--- src/rtl/rf_2r_1w_param.sv ---
// Parametrised two-read/one-write register file with lane write enables,
// registered one-cycle reads, optional write-to-read bypass and post-reset clear.
module rf_2r_1w_param #(
    parameter int unsigned rf_width      = 32,
    parameter int unsigned rf_depth      = 32,
    parameter int unsigned rf_addr_width = 5,
    parameter int unsigned rf_lane_width = 8,
    parameter int unsigned rf_bypass     = 1
) (
    input  logic                                rf_clock,
    input  logic                                rf_reset,
    input  logic                                rf_rd_enable_0,
    input  logic [rf_addr_width-1:0]            rf_rd_addr_0,
    output logic [rf_width-1:0]                 rf_rd_data_0,
    input  logic                                rf_rd_enable_1,
    input  logic [rf_addr_width-1:0]            rf_rd_addr_1,
    output logic [rf_width-1:0]                 rf_rd_data_1,
    input  logic                                rf_wr_enable,
    input  logic [rf_addr_width-1:0]            rf_wr_addr,
    input  logic [rf_width/rf_lane_width-1:0]   rf_wr_lane_enable,
    input  logic [rf_width-1:0]                 rf_wr_data,
    output logic                                rf_busy
);

    localparam int unsigned LANES = rf_width / rf_lane_width;
    localparam int unsigned AW1   = rf_addr_width + 1;
    // One extra bit so a depth of exactly 2**rf_addr_width does not wrap to 0
    localparam logic [AW1-1:0]           DEPTH_W  = AW1'(rf_depth);
    localparam logic [rf_addr_width-1:0] LAST_PTR = rf_addr_width'(rf_depth - 1);

    if ((rf_width % rf_lane_width) != 0) begin : g_bad_lane
        $error("rf_width must be a multiple of rf_lane_width");
    end
    if ((rf_depth < 2) || (rf_depth > (1 << rf_addr_width))) begin : g_bad_depth
        $error("rf_depth out of range for rf_addr_width");
    end

    typedef enum logic {
        ST_CLEARING = 1'b0,
        ST_READY    = 1'b1
    } state_t;

    state_t                     r_state;
    state_t                     w_state_nxt;
    logic [rf_addr_width-1:0]   r_clr_ptr;
    logic [rf_addr_width-1:0]   w_clr_ptr_nxt;
    logic                       r_busy;
    logic                       w_busy_nxt;
    logic [rf_width-1:0]        r_rd_data_0;
    logic [rf_width-1:0]        r_rd_data_1;
    logic [rf_width-1:0]        w_rd_nxt_0;
    logic [rf_width-1:0]        w_rd_nxt_1;
    logic [rf_width-1:0]        w_rd_val_0;
    logic [rf_width-1:0]        w_rd_val_1;
    logic [rf_width-1:0]        w_wr_merged;
    logic                       w_wr_in_range;
    logic                       w_rd_in_range_0;
    logic                       w_rd_in_range_1;
    logic                       w_clr_we;
    logic                       w_wr_we;
    logic [rf_width-1:0]        r_mem [rf_depth];

    assign w_wr_in_range   = {1'b0, rf_wr_addr}   < DEPTH_W;
    assign w_rd_in_range_0 = {1'b0, rf_rd_addr_0} < DEPTH_W;
    assign w_rd_in_range_1 = {1'b0, rf_rd_addr_1} < DEPTH_W;

    assign w_clr_we = rf_reset && (r_state == ST_CLEARING);
    assign w_wr_we  = rf_reset && (r_state == ST_READY) && rf_wr_enable && w_wr_in_range;

    // State register: sequencer state, clear pointer, busy flag, read outputs
    always_ff @(posedge rf_clock) begin
        r_state     <= w_state_nxt;
        r_clr_ptr   <= w_clr_ptr_nxt;
        r_busy      <= w_busy_nxt;
        r_rd_data_0 <= w_rd_nxt_0;
        r_rd_data_1 <= w_rd_nxt_1;
    end

    // Next state: reset restarts the clear walk; READY once the last entry is zeroed
    always_comb begin
        w_state_nxt   = r_state;
        w_clr_ptr_nxt = r_clr_ptr;
        w_busy_nxt    = r_busy;
        if (!rf_reset) begin
            w_state_nxt   = ST_CLEARING;
            w_clr_ptr_nxt = '0;
            w_busy_nxt    = 1'b1;
        end else if (r_state == ST_CLEARING) begin
            if (r_clr_ptr == LAST_PTR) begin
                w_state_nxt = ST_READY;
                w_busy_nxt  = 1'b0;
            end else begin
                w_clr_ptr_nxt = r_clr_ptr + rf_addr_width'(1);
            end
        end
    end

    // Lane merge of write data over the addressed entry
    always_comb begin
        w_wr_merged = r_mem[rf_wr_addr];
        for (int unsigned i = 0; i < LANES; i++) begin
            if (rf_wr_lane_enable[i]) begin
                w_wr_merged[i*rf_lane_width +: rf_lane_width] =
                    rf_wr_data[i*rf_lane_width +: rf_lane_width];
            end
        end
    end

    // Output logic: read values (with optional bypass) and next read registers
    always_comb begin
        w_rd_val_0 = '0;
        w_rd_val_1 = '0;
        if (w_rd_in_range_0) begin
            if ((rf_bypass != 0) && w_wr_we && (rf_rd_addr_0 == rf_wr_addr)) begin
                w_rd_val_0 = w_wr_merged;
            end else begin
                w_rd_val_0 = r_mem[rf_rd_addr_0];
            end
        end
        if (w_rd_in_range_1) begin
            if ((rf_bypass != 0) && w_wr_we && (rf_rd_addr_1 == rf_wr_addr)) begin
                w_rd_val_1 = w_wr_merged;
            end else begin
                w_rd_val_1 = r_mem[rf_rd_addr_1];
            end
        end

        w_rd_nxt_0 = r_rd_data_0;
        w_rd_nxt_1 = r_rd_data_1;
        if (!rf_reset || (r_state != ST_READY)) begin
            w_rd_nxt_0 = '0;
            w_rd_nxt_1 = '0;
        end else begin
            if (rf_rd_enable_0) begin
                w_rd_nxt_0 = w_rd_val_0;
            end
            if (rf_rd_enable_1) begin
                w_rd_nxt_1 = w_rd_val_1;
            end
        end
    end

    // Storage array; reset leaves it alone, the clear walk zeroes it
    always_ff @(posedge rf_clock) begin
        if (w_clr_we) begin
            r_mem[r_clr_ptr] <= '0;
        end else if (w_wr_we) begin
            r_mem[rf_wr_addr] <= w_wr_merged;
        end
    end

    assign rf_rd_data_0 = r_rd_data_0;
    assign rf_rd_data_1 = r_rd_data_1;
    assign rf_busy      = r_busy;

endmodule
--- config.mk ---
export PLATFORM = sky130hd
export DESIGN_NAME = rf_2r_1w_param
export DESIGN_NICKNAME = d
export VERILOG_FILES = /design/src/rtl/rf_2r_1w_param.sv
export SDC_FILE = /design/constraint.sdc
export NUM_CORES = 2
export LEC_CHECK = 0
export CAP_MARGIN = 40
export CORE_MARGIN = 4
export CORE_UTILIZATION = 30
export CTS_CLUSTER_DIAMETER = 40
export CTS_CLUSTER_SIZE = 40
export DETAILED_ROUTE_END_ITERATION = 12
export HOLD_SLACK_MARGIN = 0.02
export PLACE_DENSITY = 0.53
export SLEW_MARGIN = 40
export SYNTH_ARGS = -nofsm -noshare
export SYNTH_HDL_FRONTEND = slang
export SYNTH_SLANG_ARGS = --single-unit
--- constraint.sdc ---
create_clock -name rf_clock -period 9.7 [get_ports rf_clock]
set_input_delay 1.94 -clock rf_clock [delete_from_list [all_inputs] [get_ports rf_clock]]
set_output_delay 1.94 -clock rf_clock [all_outputs]
set_load 0.05 [all_outputs]
Yosys cells after proc, flatten, opt, wreduce, memory -nomap -nowiden
Memory sizes are Yosys's and may differ from the RTL's. A register that Yosys moved wholly into a read port is not among the register bits. Cells that the tools add are included.

Add/sub/neg operators: 1. Equality and inequality tests: 1. Muxes and demuxes: 14. Bitwise logic cells: 2. Reductions and logical operators: 8.

Operators with widths (number): $mux 32 (1); $mux 8 (4); $reduce_or 32->1 (1); $mux 1 (8); $add 5x1->5 const B (1); $eq 5x5->1 const B (1); $mux 5 (1); $reduce_and 2->1 (2); $logic_and 1x1->1 (3); $not 1->1 (2); $logic_not 1->1 (1); $logic_or 1x1->1 (1).

Flip-flop bits (word level): 7. RAM bits: 1024. Input port bits: 56. Output and inout port bits: 65. Word-level logic and storage cells: 30. Memories kept: 1.

Memory list: r_mem (words 32, bits a word 32, rd ports 3, clocked after Yosys merged registers in 2, write ports 1, line 61) `logic [rf_width-1:0] r_mem [rf_depth];`.

Longest topological paths before layout
Depth after elaboration: 7. Mapped depth: 11. Mapped depth without buffers: 7.

Worst setup path before layout
No wires, ideal clock.

Kind: input -> register. Start point: in rf_wr_addr[2]. End point: mem r_mem[0][21] (data pin). Library setup time: 487 ps. Arrival time: 4672 ps. Data required time: 9213 ps. Path slack: 4541 ps. Stages: 7. Buffers on the path: 3. Cells stage by stage: clkbuf_2 > or3b_2 > buf_1 > clkbuf_1 > o221ai_1 > a221oi_1 > a211oi_1.

Longest elaborated chain between the ends: 3.

Ends and longest elaborated chain: start: declaration (line 19) `input logic [rf_addr_width-1:0] rf_wr_addr,`; $mem_v2 32x32; $mux 8 (line 102) `if (rf_wr_lane_enable[i]) begin`; $mux 32 (no line); end: declaration (line 61).

No other way between the ends.

Final worst setup path
Start point: in rf_reset. End point: mem r_mem[18][6] (enable).

Longest elaborated chain between the ends: 7. Elaborated cells between the ends (all ways): 11. Classes of those cells: mux: 7; reduce/logical: 4.

Ends and longest elaborated chain: start: declaration (line 11) `input logic rf_reset,`; $logic_and 1x1->1 (2 in series) (line 68) `assign w_wr_we = rf_reset && (r_state == ST_READY) && rf_wr_enable && w_wr_in_range;`; $mux 1 (line 147) `end else if (w_wr_we) begin`; $mux 1 (line 145) `if (w_clr_we) begin`; $mux 1 (implied by the code) (line 148) `r_mem[rf_wr_addr] <= w_wr_merged;`; $reduce_or 32->1 (no line); $mux 5 (no line) or $mux 1 (tied branches).

Parallel ways exist; a longest one is shown, timed or not.

==> results.tsv <==
metric	value	unit
grt_pass1_vias	40680	
r2r_start	r_state$_SDFF_PN0_	
syn_avg_cell_area	14.73	µm²
drv_slew	0	
yosysSeqAreaShare	54.54	%
rsz0062_at_grt	false	
synth_cell_type_count	60	
ys_top_cells_by_area	edfxtp_1 52%, mux4_2 15%, mux2i_1 8.2%	
status	completed	
area_delta_synth_final	17.05	%
grt.overflow.total	0	
netlist_instances	4004	
core	195200	µm²
final_cells	6819	
final_min_period_over_clock_period	55.64	%
cts_inserted_buffers	152	
tns	0	ns
min_path_cells	2	
netlist_area	58980	µm²
num_vias	42200	
grt_usage	22.96	%
cts_buffer_depth	3	
drc	0	
htreeDepth	4	
pwr-share-comb	8.4	%
synth-edff-count	1024	
wl	241800	µm
clock_latency	0.81	ns
ys_seq_elements	1095	
grt_max_degree	113	
cts_resized	0	
cts.sinks	1095	
drive_above_1_share	27.36	%
die_area	203800	µm²
finalSetupViolCount	0	
tritoncts	yes	
worst_ep_arrival_time	5.81	ns
timing_hold_violations_final	0	
critPathRequiredTime	10.11	ns
detailed_place_hpwl	145000	µm
ctsHoldBuffers	0	
crit_type	input port to register	
firstDrtPassIters	6	
avgRoutedWirePerCell	35.46	µm
antenna_found_initial	10	
slew_headroom	33.97	%
critPathCapture	r_mem[18][6]$_DFFE_PP_	
seqPwrFrac	43.4	%
r2r_end	r_mem[18][6]$_DFFE_PP_	
rr_worst_depth	7	
critPathCaptureType	register	
switchingPower	3.039	mW
pwr-share-clk	48.2	%
cts_root_buffer	clkbuf_16	
yosys_warnings	0	
hp-class	register to register	
startpoint_type	input port	
worst_pin_slew	0.9904	ns
synth_top_area_share	52.13	%
max_freq	185.3	MHz
numPortBuffers	120	
power.density	171.6	nW/µm²
cp_max_fo	23	
cts_setup_buffers	0	
drt_iter0_markers	5941	
p_total	11.85	mW
syn-num-nets	4062	
p_leak	24.08	nW
switching_share	25.66	%
synth_most_common_cell	edfxtp_1	
drv_cap	0	
clkTransAtPathRegs	0.05	ns
num_rows	162	
finClkSkew	0.03509	ns
synthArstFlopShare	0	%
io-pin-count	121	
reg2reg_setup_slack	5.50	ns
ir_drop	0.0001919	V
p_int	8.806	mW
fp.dieH	451.4	µm
synth_ff_type	edfxtp_1	
grt_pass1_wl	331800	µm
ant_nets	0	
place_inst	6529	
synth_top_area_cell	edfxtp_1	
synth_common_cells	1024 x edfxtp_1, 481 x mux2i_1, 400 x mux4_2	
viasPerCell	6.189	
fin_nets	4122	
min_period	5.397	ns
start_util	30.22	%
startpoint	rf_reset	
dieWidth	451.4	µm
place_congestion	0.8680	
-- power groups by stage --
stage	sequential (mW)	clock, mW	combinational (mW)
after CTS	5.14	5.77	0.975
after global routing	5.14	5.98	1.02
after global placement	5.23	0	0.958
after detailed placement	5.23	0	0.972
after floorplan	5.23	0	0.581
final	5.14	5.71	0.999
-- cell type report --
type,instances,area [µm²]
multi-input combinational,2514,25610
inverter,37,138.9
clock buffer,168,3949
sequential,1095,32170
fill,18500,126200
antenna,2,5.005
tap,2624,3283
clock inverter,115,1220
timing repair buffer,264,2663
-- metrics by stage --
stage / hold WS (ns) / setup WS, ns / utilization, % / instance area (µm²)
finish: 0.4376 / 4.303 / 35.37 / 69040
global route: 0.4496 / 4.142 / 35.37 / 69040
CTS: 0.4413 / 4.326 / 35.30 / 68910
detailed placement: 0.4336 / 3.506 / 32.65 / 63740
global placement: 0.4274 / 3.399 / 32.45 / 63340
floorplan: 0.4991 / 4.541 / - / 58980
-- cells by family (layout without fill, tap and decap cells) --
family	after synthesis	in the layout	share of synthesized area, %
flops	1095	1095	54.54
compound gates	888	888	10.60
xor+xnor	12	12	0.1782
fa+ha+maj	2	2	0.04242
mux	1084	1084	27.33
simple gates	528	528	4.336
other cells	0	2	0
buf+inv	395	584	2.970
-- state kept, by name, indices dropped and copies added (netlist names) --
register and count:
r_mem 1024, rf_rd_data_0 32, rf_rd_data_1 32, r_clr_ptr 5, r_state 1, rf_busy 1
-- critical path: stages --
cell             delay, ns
clkdlybuf4s50_1       0.75
and3_4                0.28
buf_4                 0.43
buf_12                0.28
mux2i_4               0.40
nand2_1               0.31
nor2_4                0.66
buf_4                 0.67
-- routing by layer --
layer  wire length (µm)  vias to the layer above  track usage [%]
met2             108600                     2824            35.20
met4              11360                        6            10.04
met3              25960                      531            5.686
li1                   -                    16810                -
met1              95840                    22030            30.91
met5                 31                        -                0
-- cell usage in the layout (no fill, tap or decap), types with 98 or more instances in the layout --
cell,count
edfxtp_1,1024
mux2i_1,481
mux4_2,400
a22oi_1,269
nand2_1,202
mux2_2,202
clkbuf_16,156
a211oi_1,122
o22ai_1,120
clkdlybuf4s50_1,113
buf_4,112
o21ai_0,102
nand3_1,98
-- worst min-delay path by stage --
stage                                  start                            end  slack (ns)
2_1_floorplan      r_clr_ptr[1]$_SDFFE_PN0P_      r_clr_ptr[1]$_SDFFE_PN0P_        0.50
3_3_place_gp   rf_rd_data_1[23]$_SDFFE_PP0P_  rf_rd_data_1[23]$_SDFFE_PP0P_        0.43
3_5_place_dp   rf_rd_data_1[24]$_SDFFE_PP0P_  rf_rd_data_1[24]$_SDFFE_PP0P_        0.43
4_1_cts        rf_rd_data_1[16]$_SDFFE_PP0P_  rf_rd_data_1[16]$_SDFFE_PP0P_        0.44
5_1_grt        rf_rd_data_1[16]$_SDFFE_PP0P_  rf_rd_data_1[16]$_SDFFE_PP0P_        0.45
6_report       rf_rd_data_1[26]$_SDFFE_PP0P_  rf_rd_data_1[26]$_SDFFE_PP0P_        0.44
(Power assumes the default switching activity.)
